[src/rtl/mem_stage_if.sv]
// EX->MEM->WB bundle for the memory stage.
// Carries EX request, dcache response, WB result, stall and forwarding.
interface mem_stage_if;
  logic        flush;
  logic        valid_i;
  logic [31:0] pc_i;
  logic [7:0]  aluop_i;
  logic [31:0] addr_i;
  logic        mem_req_i;
  logic [4:0]  is_exception_i;
  logic        reg_write_en_i;
  logic [4:0]  reg_write_addr_i;
  logic [31:0] reg_write_data_i;
  logic        dcache_rvalid_i;
  logic [31:0] dcache_rdata_i;
  logic        valid_o;
  logic [31:0] pc_o;
  logic [4:0]  is_exception_o;
  logic        reg_write_en_o;
  logic [4:0]  reg_write_addr_o;
  logic [31:0] reg_write_data_o;
  logic        pause_mem_o;
  logic        fwd_valid_o;
  logic [4:0]  fwd_addr_o;
  logic [31:0] fwd_data_o;

  modport slave (
    input  flush, valid_i, pc_i, aluop_i, addr_i,
    input  mem_req_i, is_exception_i,
    input  reg_write_en_i, reg_write_addr_i,
    input  reg_write_data_i,
    input  dcache_rvalid_i, dcache_rdata_i,
    output valid_o, pc_o, is_exception_o,
    output reg_write_en_o, reg_write_addr_o,
    output reg_write_data_o, pause_mem_o,
    output fwd_valid_o, fwd_addr_o, fwd_data_o
  );

  modport master (
    output flush, valid_i, pc_i, aluop_i, addr_i,
    output mem_req_i, is_exception_i,
    output reg_write_en_i, reg_write_addr_i,
    output reg_write_data_i,
    output dcache_rvalid_i, dcache_rdata_i,
    input  valid_o, pc_o, is_exception_o,
    input  reg_write_en_o, reg_write_addr_o,
    input  reg_write_data_o, pause_mem_o,
    input  fwd_valid_o, fwd_addr_o, fwd_data_o
  );
endinterface

[src/rtl/mem_stage.sv]
// Memory stage: waits for dcache load data, extracts and sign/zero-extends.
// Optional MEM_FWD_EN drives WB forwarding outputs; tied to 0 otherwise.
module mem_stage (
  input  logic        clk,
  input  logic        rst,
  mem_stage_if.slave  bus
);

  localparam logic [7:0] OP_LDB  = 8'h20;
  localparam logic [7:0] OP_LDH  = 8'h21;
  localparam logic [7:0] OP_LDW  = 8'h22;
  localparam logic [7:0] OP_LDBU = 8'h23;
  localparam logic [7:0] OP_LDHU = 8'h24;
  localparam logic [7:0] OP_LLW  = 8'h25;

  typedef enum logic [1:0] {
    IDLE,
    WAIT,
    DRAIN
  } state_t;

  state_t      state;
  logic [7:0]  ld_op;
  logic [1:0]  ld_off;
  logic        op_is_ld;
  logic        take_ld;
  logic        addr_unused;

  assign addr_unused = ^bus.addr_i[31:2];

  assign op_is_ld = (bus.aluop_i == OP_LDB)
                 || (bus.aluop_i == OP_LDBU)
                 || (bus.aluop_i == OP_LDH)
                 || (bus.aluop_i == OP_LDHU)
                 || (bus.aluop_i == OP_LDW)
                 || (bus.aluop_i == OP_LLW);

  assign take_ld = op_is_ld && bus.mem_req_i
                && (bus.is_exception_i == 5'd0);

  assign bus.pause_mem_o = (state != IDLE);

  function automatic logic [31:0] extract(
    input logic [7:0]  op,
    input logic [1:0]  off,
    input logic [31:0] w
  );
    logic [7:0]  b;
    logic [15:0] h;
    logic [31:0] r;
    b = w[8*off +: 8];
    h = off[1] ? w[31:16] : w[15:0];
    unique case (1'b1)
      (op == OP_LDB):  r = {{24{b[7]}}, b};
      (op == OP_LDBU): r = {24'd0, b};
      (op == OP_LDH):  r = {{16{h[15]}}, h};
      (op == OP_LDHU): r = {16'd0, h};
      default:         r = w;
    endcase
    return r;
  endfunction

  // Stage FSM with registered WB outputs.
  always_ff @(posedge clk or negedge rst) begin
    if (!rst) begin
      state                <= IDLE;
      ld_op                <= 8'd0;
      ld_off               <= 2'd0;
      bus.valid_o          <= 1'b0;
      bus.pc_o             <= 32'd0;
      bus.is_exception_o   <= 5'd0;
      bus.reg_write_en_o   <= 1'b0;
      bus.reg_write_addr_o <= 5'd0;
      bus.reg_write_data_o <= 32'd0;
    end else begin
      unique case (state)
        IDLE: begin
          bus.valid_o <= 1'b0;
          if (bus.valid_i && !bus.flush) begin
            bus.pc_o             <= bus.pc_i;
            bus.is_exception_o   <= bus.is_exception_i;
            bus.reg_write_en_o   <= bus.reg_write_en_i;
            bus.reg_write_addr_o <= bus.reg_write_addr_i;
            bus.reg_write_data_o <= bus.reg_write_data_i;
            if (take_ld) begin
              state  <= WAIT;
              ld_op  <= bus.aluop_i;
              ld_off <= bus.addr_i[1:0];
            end else begin
              bus.valid_o <= 1'b1;
            end
          end
        end
        WAIT: begin
          bus.valid_o <= 1'b0;
          if (bus.dcache_rvalid_i) begin
            state <= IDLE;
            if (!bus.flush) begin
              bus.valid_o          <= 1'b1;
              bus.reg_write_data_o <= extract(
                ld_op, ld_off, bus.dcache_rdata_i);
            end
          end else if (bus.flush) begin
            state <= DRAIN;
          end
        end
        DRAIN: begin
          bus.valid_o <= 1'b0;
          if (bus.dcache_rvalid_i)
            state <= IDLE;
        end
        default: begin
          state       <= IDLE;
          bus.valid_o <= 1'b0;
        end
      endcase
    end
  end

`ifdef MEM_FWD_EN
  assign bus.fwd_valid_o = bus.valid_o & bus.reg_write_en_o;
  assign bus.fwd_addr_o  = bus.reg_write_addr_o;
  assign bus.fwd_data_o  = bus.reg_write_data_o;
`else
  assign bus.fwd_valid_o = 1'b0;
  assign bus.fwd_addr_o  = 5'd0;
  assign bus.fwd_data_o  = 32'd0;
`endif

endmodule

[src/flat_wrapper.sv]
// flat-port wrapper written by rule: the top's interface ports become plain ports
module mem_stage_flat 
  (clk, rst, bus_flush, bus_valid_i, bus_pc_i, bus_aluop_i, bus_addr_i, bus_mem_req_i, bus_is_exception_i, bus_reg_write_en_i, bus_reg_write_addr_i, bus_reg_write_data_i, bus_dcache_rvalid_i, bus_dcache_rdata_i, bus_valid_o, bus_pc_o, bus_is_exception_o, bus_reg_write_en_o, bus_reg_write_addr_o, bus_reg_write_data_o, bus_pause_mem_o, bus_fwd_valid_o, bus_fwd_addr_o, bus_fwd_data_o);
  mem_stage_if bus_i ();
  input  logic clk;
  input  logic rst;
  input wire logic [$bits(bus_i.flush)-1:0] bus_flush;
  input wire logic [$bits(bus_i.valid_i)-1:0] bus_valid_i;
  input wire logic [$bits(bus_i.pc_i)-1:0] bus_pc_i;
  input wire logic [$bits(bus_i.aluop_i)-1:0] bus_aluop_i;
  input wire logic [$bits(bus_i.addr_i)-1:0] bus_addr_i;
  input wire logic [$bits(bus_i.mem_req_i)-1:0] bus_mem_req_i;
  input wire logic [$bits(bus_i.is_exception_i)-1:0] bus_is_exception_i;
  input wire logic [$bits(bus_i.reg_write_en_i)-1:0] bus_reg_write_en_i;
  input wire logic [$bits(bus_i.reg_write_addr_i)-1:0] bus_reg_write_addr_i;
  input wire logic [$bits(bus_i.reg_write_data_i)-1:0] bus_reg_write_data_i;
  input wire logic [$bits(bus_i.dcache_rvalid_i)-1:0] bus_dcache_rvalid_i;
  input wire logic [$bits(bus_i.dcache_rdata_i)-1:0] bus_dcache_rdata_i;
  output wire logic [$bits(bus_i.valid_o)-1:0] bus_valid_o;
  output wire logic [$bits(bus_i.pc_o)-1:0] bus_pc_o;
  output wire logic [$bits(bus_i.is_exception_o)-1:0] bus_is_exception_o;
  output wire logic [$bits(bus_i.reg_write_en_o)-1:0] bus_reg_write_en_o;
  output wire logic [$bits(bus_i.reg_write_addr_o)-1:0] bus_reg_write_addr_o;
  output wire logic [$bits(bus_i.reg_write_data_o)-1:0] bus_reg_write_data_o;
  output wire logic [$bits(bus_i.pause_mem_o)-1:0] bus_pause_mem_o;
  output wire logic [$bits(bus_i.fwd_valid_o)-1:0] bus_fwd_valid_o;
  output wire logic [$bits(bus_i.fwd_addr_o)-1:0] bus_fwd_addr_o;
  output wire logic [$bits(bus_i.fwd_data_o)-1:0] bus_fwd_data_o;
  assign bus_i.flush = bus_flush;
  assign bus_i.valid_i = bus_valid_i;
  assign bus_i.pc_i = bus_pc_i;
  assign bus_i.aluop_i = bus_aluop_i;
  assign bus_i.addr_i = bus_addr_i;
  assign bus_i.mem_req_i = bus_mem_req_i;
  assign bus_i.is_exception_i = bus_is_exception_i;
  assign bus_i.reg_write_en_i = bus_reg_write_en_i;
  assign bus_i.reg_write_addr_i = bus_reg_write_addr_i;
  assign bus_i.reg_write_data_i = bus_reg_write_data_i;
  assign bus_i.dcache_rvalid_i = bus_dcache_rvalid_i;
  assign bus_i.dcache_rdata_i = bus_dcache_rdata_i;
  assign bus_valid_o = bus_i.valid_o;
  assign bus_pc_o = bus_i.pc_o;
  assign bus_is_exception_o = bus_i.is_exception_o;
  assign bus_reg_write_en_o = bus_i.reg_write_en_o;
  assign bus_reg_write_addr_o = bus_i.reg_write_addr_o;
  assign bus_reg_write_data_o = bus_i.reg_write_data_o;
  assign bus_pause_mem_o = bus_i.pause_mem_o;
  assign bus_fwd_valid_o = bus_i.fwd_valid_o;
  assign bus_fwd_addr_o = bus_i.fwd_addr_o;
  assign bus_fwd_data_o = bus_i.fwd_data_o;
  mem_stage u_core (.clk(clk), .rst(rst), .bus(bus_i));
endmodule
[config.mk]
export PLATFORM = sky130hd
export DESIGN_NAME = mem_stage_flat
export DESIGN_NICKNAME = d
export VERILOG_FILES = /design/src/rtl/mem_stage_if.sv /design/src/rtl/mem_stage.sv /design/src/flat_wrapper.sv
export SDC_FILE = /design/constraint.sdc
export NUM_CORES = 1
export LEC_CHECK = 0
export CAP_MARGIN = 25
export CORE_AREA = 2 2 126 128
export CTS_CLUSTER_DIAMETER = 150
export DETAILED_ROUTE_END_ITERATION = 12
export DIE_AREA = 0 0 128 130
export PLACE_DENSITY = 0.7
export SYNTH_ARGS = -nofsm -noshare
export SYNTH_HDL_FRONTEND = slang
export SYNTH_SLANG_ARGS = --single-unit
[constraint.sdc]
create_clock -name clk -period 3.4 [get_ports clk]
set_input_delay 0.68 -clock clk [delete_from_list [all_inputs] [get_ports clk]]
set_output_delay 0.68 -clock clk [all_outputs]
set_load 0.005 [all_outputs]
==> flow_summary.yaml, run 1 <==
outcome:
  outcome: "finished, final reports clean"
yosys:
  synth.ff_latch_count: 88
  synth_edf_count: 0
  synth_area_leaders: "dfrtp_1 (43%), mux2_2 (13%), buf_4 (5.6%)"
  avgSynthCellArea_um2: 11.1
  yosysSeqAreaShare: 0.432
  synth_top_cell_area_share: 0.432
  synth_cell_type_count: 47
  yosys_warnings: 0
  synth_top_area_cell: "dfrtp_1"
  async_flop_share: 1.00
  syn_area_um2: 5090
  netlist_instances: 460
  synthFlopType: "dfrtp_1"
timing:
  rsz0062_at_grt: "false"
  slew_viol_final: 0
  finalSetupTns_ps: 0
  slew_headroom: 0.442
  fin_worst_skew_ps: 9.02
  max_freq_ghz: 0.397
  fin_crit_sh: 0.740
  max_slew.worst_pin.slew_ps: 837
  hold_viol: 0
  finalSetupViolCount: 0
  period_needed_ps: 2520
clock_tree:
  post_cts_buffers: 0
  clock_sinks: 88
  hold_buffers: 0
  post_cts_resized: 0
  clkTransAtPathRegs_ps: 70
  clockBufferDepth: 2
  root_buffer: "clkbuf_16"
  cts_tree: "yes"
  numCtsBuffers: 9
  clock_latency_ps: 350
  htreeDepth: 3
floorplanning:
  core_area_um2: 15400
  die_area_um2: 16600
  die_y_um: 130
  rows: 46
  io_pins: 268
  initial_utilization: 0.330
  die_w_um: 128
power_and_ir_drop:
  cell_internal_pwr_uw: 2130
  comb_power_share: 0.248
  power_frac_clock: 0.322
  p_sw_frac: 0.264
  ir_drop_uv: 250
  switchingPower_uw: 767
  p_leak_uw: 0.00290
  p_per_area_nw_per_um2: 393
  total_power_uw: 2900
  p_seq_frac: 0.430
job:
  maxCapViolations: 0
layout:
  drive_gt1_frac: 0.191
  diodes: 0
  syn2layout_area_growth_pct: 45.0
  stdcell_area_um2: 7380
  final_cell_mix: "clkdlybuf4s50_1 (198), dfrtp_1 (88), mux2_2 (57)"
  nets: 801
  layout_commonest_cell: "clkdlybuf4s50_1"
  fillers: 1367
  multi_input_comb_area_um2: 2580
  regArea_um2: 2200
drt:
  drt-total-wl_um: 16200
  avgRoutedWirePerCell_um: 19.1
  via_per_inst: 5.36
  num_vias: 4528
  drc_errors: 0
  drt-initial-drc-count: 286
  ant_nets: 0
  drtPass1Iterations: 4
setup_path:
  end_kind: "flip-flop"
  critPathLaunchType: "input pin"
  critPathKind: "input pin to flip-flop"
  worst_ep_arrival_time_ps: 2730
  crit_required_ps: 3620
  path_max_fanout: 16
place:
  dp_hpwl_um: 12100
  dpl_cell_area_um2: 7120
  port_buffers: 199
  place.gp.congestion: 0.872
global_route:
  grt_max_degree: 63
  grt_antenna_before_repair: 0
  overflow: 0
  grt_pass1_wl_um: 25100
  track_usage: 0.194
  grt_pass1_vias: 4637
worst_hold_path:
  min_path_type: "input pin to async pin"
sequential cells by signal, indices dropped and copies added (netlist names):
signal,flops
u_core.bus.pc_o,32
u_core.bus.reg_write_data_o,32
u_core.ld_op,8
u_core.bus.is_exception_o,5
u_core.bus.reg_write_addr_o,5
u_core.ld_off,2
u_core.state,2
u_core.bus.reg_write_en_o,1
u_core.bus.valid_o,1
power by group through the flow:
stage,Sequential (uW),Clock (uW),Combinational [uW]
CTS,1250,955,730
finish,1250,934,721
detailed placement,1260,0,724
global route,1260,1000,778
global placement,1260,0,712
floorplan,1260,0,248
routing by layer:
layer | track usage | part of all wire | up-vias
met5 | 0 | 0 | -
met4 | 0.0718 | 0.021 | 0
met3 | 0.0689 | 0.11 | 26
met2 | 0.327 | 0.49 | 292
met1 | 0.230 | 0.38 | 2205
li1 | - | - | 2005
layout make-up:
cell class	count	area share
multi-input combinational	336	0.349
sequential	88	0.298
timing repair buffer	210	0.282
tap	192	0.0325
clock buffer	11	0.0315
clock inverter	5	0.00458
inverter	3	0.00153
synth_stat cells, types with 2 or more instances:
library cell  number
dfrtp_1           88
mux2_2            57
nor2_1            46
buf_4             38
a21oi_1           25
nand2_1           18
clkbuf_1          17
nor4_1            16
a211o_1           15
a211oi_1          14
a221oi_1          13
nand2b_1          12
or2_2             12
a221oi_2          10
buf_2              8
mux4_2             8
a22oi_1            7
nand3b_1           7
nor2b_1            7
o22ai_1            7
buf_6              3
inv_1              3
buf_1              2
mux2i_1            2
nor3_1             2
nor4_4             2
cells by family (layout without fill, tap and decap cells):
kind of cell,count (synthesis),after routing,share of synthesized area
AOI/OAI and AO/OA,100,100,0.166
and+or+nand+nor,131,131,0.144
other,1,38,0.000736
buffers and inverters,73,229,0.0916
DFF,88,88,0.432
muxes,67,67,0.165
worst max-delay path: stages:
cell	delay [ps]
clkdlybuf4s50_1	520
mux4_2	530
and4bb_1	360
nor3_4	210
buf_4	290
a221oi_1	140
metrics by stage:
stage	setup slack, ps	instances	util	hold slack [ps]
4_1_cts	919	845	0.479	459
3_5_place_dp	551	829	0.461	484
5_1_grt	757	845	0.479	468
6_report	884	845	0.479	403
2_1_floorplan	1120	497	-	384
3_3_place_gp	592	829	0.461	442
path summary, 6_finish.rpt:
check                                  startpoint                         endpoint  slack [ps]  cells past startpoint
max                        bus_dcache_rdata_i[15]  u_core.bus.reg_write_data_o[19]         880                      6
min                                           rst              u_core.bus.pc_o[15]         400                      1
max reg2reg                       u_core.ld_op[4]  u_core.bus.reg_write_data_o[19]         950                      5
min reg2reg                       u_core.ld_op[5]                  u_core.ld_op[5]         490                      1
max in group asynchronous                     rst               u_core.bus.pc_o[5]        2250                      2
min in group clk                  u_core.ld_op[5]                  u_core.ld_op[5]         490                      1
Note: power is estimated with default switching activity, not from simulation.
==> run 2: changes to the inputs <==
--- a/config.mk
+++ b/config.mk
@@ -10,7 +10,7 @@
 export CTS_CLUSTER_DIAMETER = 150
 export DETAILED_ROUTE_END_ITERATION = 12
 export DIE_AREA = 0 0 128 130
-export PLACE_DENSITY = 0.7
+export PLACE_DENSITY = 0.73
 export SYNTH_ARGS = -nofsm -noshare
 export SYNTH_HDL_FRONTEND = slang
 export SYNTH_SLANG_ARGS = --single-unit
==> constraint.sdc (replaced) <==
create_clock -name clk -period 2.15 [get_ports clk]
set_input_delay 0.43 -clock clk [delete_from_list [all_inputs] [get_ports clk]]
set_output_delay 0.43 -clock clk [all_outputs]
set_load 0.005 [all_outputs]
==> run 2 against run 1 <==
Net effect: via count is 1.3% higher; clock skew is 4.1 ps higher; final cell count is 2.7% higher; core utilization is 1.9 points higher; die area stayed put; sequential power is 58% higher; register-to-register slack worse by 870 ps; hold slack worse by 340 ps; non-clock buffer count is 23 higher; total power is 61% higher; largest cell class unchanged; highest routed layer unchanged.
==> flow_summary.yaml, run 2 (synthesis gave the netlist of run 1 again) <==
global_route:
  track_usage: 0.198
  grt_max_degree: 44
  grt_pass1_wl_um: 25500
  grt_antenna_before_repair: 0
  grt_pass1_vias: 4772
  overflow: 0
timing:
  hold_viol: 0
  max_slew.worst_pin.slew_ps: 540
  fin_crit_sh: 0.964
  finalSetupViolCount: 0
  setup_slack_ps: 78.4
  rsz0062_at_grt: "false"
  fin_worst_skew_ps: 13.1
  slew_headroom: 0.640
  period_needed_ps: 2070
  max_freq_ghz: 0.483
  slew_viol_final: 0
setup_path:
  critPathLaunchType: "flip-flop"
  end_kind: "flip-flop"
  critPathKind: "flip-flop to flip-flop"
  path_cells: "or4b_1 -> buf_4 -> nand2b_1 -> a2111oi_0 -> o31a_1"
  crit_slowest_cell: "or4b_1"
  path_delay_family: "simple AND/OR/NAND/NOR gates"
  path_max_fanout: 8
  worst_ep_arrival_time_ps: 2350
  crit_buf_inv: 1
  crit_required_ps: 2430
  crit_path_max_incr_delay_ps: 540
clock_tree:
  clock_sinks: 88
  root_buffer: "clkbuf_16"
  htreeDepth: 3
  numCtsBuffers: 9
  clock_latency_ps: 350
  hold_buffers: 0
  clkTransAtPathRegs_ps: 70
  clockBufferDepth: 2
  cts_tree: "yes"
floorplanning:
  initial_utilization: 0.330
  io_pins: 268
  rows: 46
  die_w_um: 128
  core_area_um2: 15400
  die_area_um2: 16600
  die_y_um: 130
power_and_ir_drop:
  cell_internal_pwr_uw: 3430
  p_seq_frac: 0.422
  switchingPower_uw: 1230
  p_sw_frac: 0.264
  power_frac_clock: 0.327
  comb_power_share: 0.250
  p_per_area_nw_per_um2: 608
  p_leak_uw: 0.00306
  ir_drop_uv: 496
layout:
  reg.largest.list: "u_core.bus.pc_o (32), u_core.bus.reg_write_data_o (32), u_core.ld_op (8)"
  syn2layout_area_growth_pct: 50.8
  layout_commonest_cell: "clkdlybuf4s50_1"
  stdcell_area_um2: 7680
  diodes: 0
  final_cell_mix: "clkdlybuf4s50_1 (198), dfrtp_1 (88), mux2_2 (57)"
  nets: 824
  drive_gt1_frac: 0.222
job:
  maxCapViolations: 0
place:
  dpl_cell_area_um2: 7350
  place.gp.congestion: 0.896
  port_buffers: 199
  place_ws_ps: -255
  dp_hpwl_um: 12300
drt:
  ant_nets: 0
  drtPass1Iterations: 5
  drc_errors: 0
  num_vias: 4585
  avgRoutedWirePerCell_um: 18.9
  drt-total-wl_um: 16400
  drt-initial-drc-count: 366
  via_per_inst: 5.28
outcome:
  outcome: "finished, final reports clean"
worst_hold_path:
  min_path_type: "input pin to async pin"
## run 2: cell types whose count changed in the layout (fill, tap and decap cells not counted)
cell | before | now
clkbuf_8 | 0 | 1
clkinvlp_4 | 2 | 3
a221oi_2 | 10 | 11
inv_6 | 0 | 1
buf_4 | 11 | 26
clkbuf_1 | 2 | 1
a221oi_1 | 13 | 12
buf_12 | 1 | 9
clkinv_2 | 2 | 0
## run 2: worst paths after layout
kind | start | endpoint | slack, ps | cells past startpoint
hold reg to reg | u_core.ld_op[5] | u_core.ld_op[5] | 470 | 1
setup reg to reg | u_core.ld_op[4] | u_core.bus.reg_write_data_o[15] | 80 | 5
hold / removal | rst | u_core.bus.reg_write_data_o[12] | 60 | 1
setup / recovery | u_core.ld_op[4] | u_core.bus.reg_write_data_o[15] | 80 | 5
min in group clk | u_core.ld_op[5] | u_core.ld_op[5] | 470 | 1
max in group asynchronous | rst | u_core.bus.pc_o[18] | 1500 | 2
## run 2: cell type report
cell class	instances	area, um2
clock buffers	11	243
well taps	192	240
multi-input cells	336	2580
flip-flops and latches	88	2200
fillers	1375	7750
clock inverters	5	40.0
inverters	3	11.3
repair buffers	233	2360
## run 2: power by group through the flow
| stage | combinational (uW) | sequential, uW | clock (uW) |
|---|---|---|---|
| after floorplan | 391 | 2000 | 0 |
| after global placement | 1150 | 1990 | 0 |
| after detailed placement | 1170 | 2000 | 0 |
| after CTS | 1180 | 1970 | 1560 |
| after global routing | 1260 | 1990 | 1640 |
| final | 1170 | 1970 | 1530 |
## run 2: routing by layer
metal	GRT usage	vias up	share of wire
met4	0.0569	0	0.015
met3	0.0771	28	0.12
met2	0.339	302	0.48
met1	0.232	2199	0.38
li1	-	2056	-
met5	0	-	0
## run 2: through the flow
step	util	instances	total power, uW	hold WS, ps	TNS, ps
after global routing	0.498	868	4890	86.8	0
after CTS	0.495	864	4710	70.1	0
after floorplan	-	497	2390	134	0
final	0.498	868	4670	62.9	0
after detailed placement	0.476	848	3170	443	-7320
after global placement	0.476	848	3140	442	-5000
## run 2: repair_timing
item                                   in CTS  in global routing
buffers inserted                            0                  4
gates resized for setup                     0                  1
setup endpoints to repair                   0                 13
endpoints found under the hold margin       0                  0
==> run 3: changes to the inputs <==
--- a/config.mk
+++ b/config.mk
@@ -5,6 +5,7 @@
 export SDC_FILE = /design/constraint.sdc
 export NUM_CORES = 1
 export LEC_CHECK = 0
+export ABC_CLOCK_PERIOD_IN_PS = 2150
 export CAP_MARGIN = 25
 export CORE_AREA = 2 2 126 128
 export CTS_CLUSTER_DIAMETER = 150
==> results of run 3 <==
No change in the layout: final DEF, timing and power equal those of run 2.
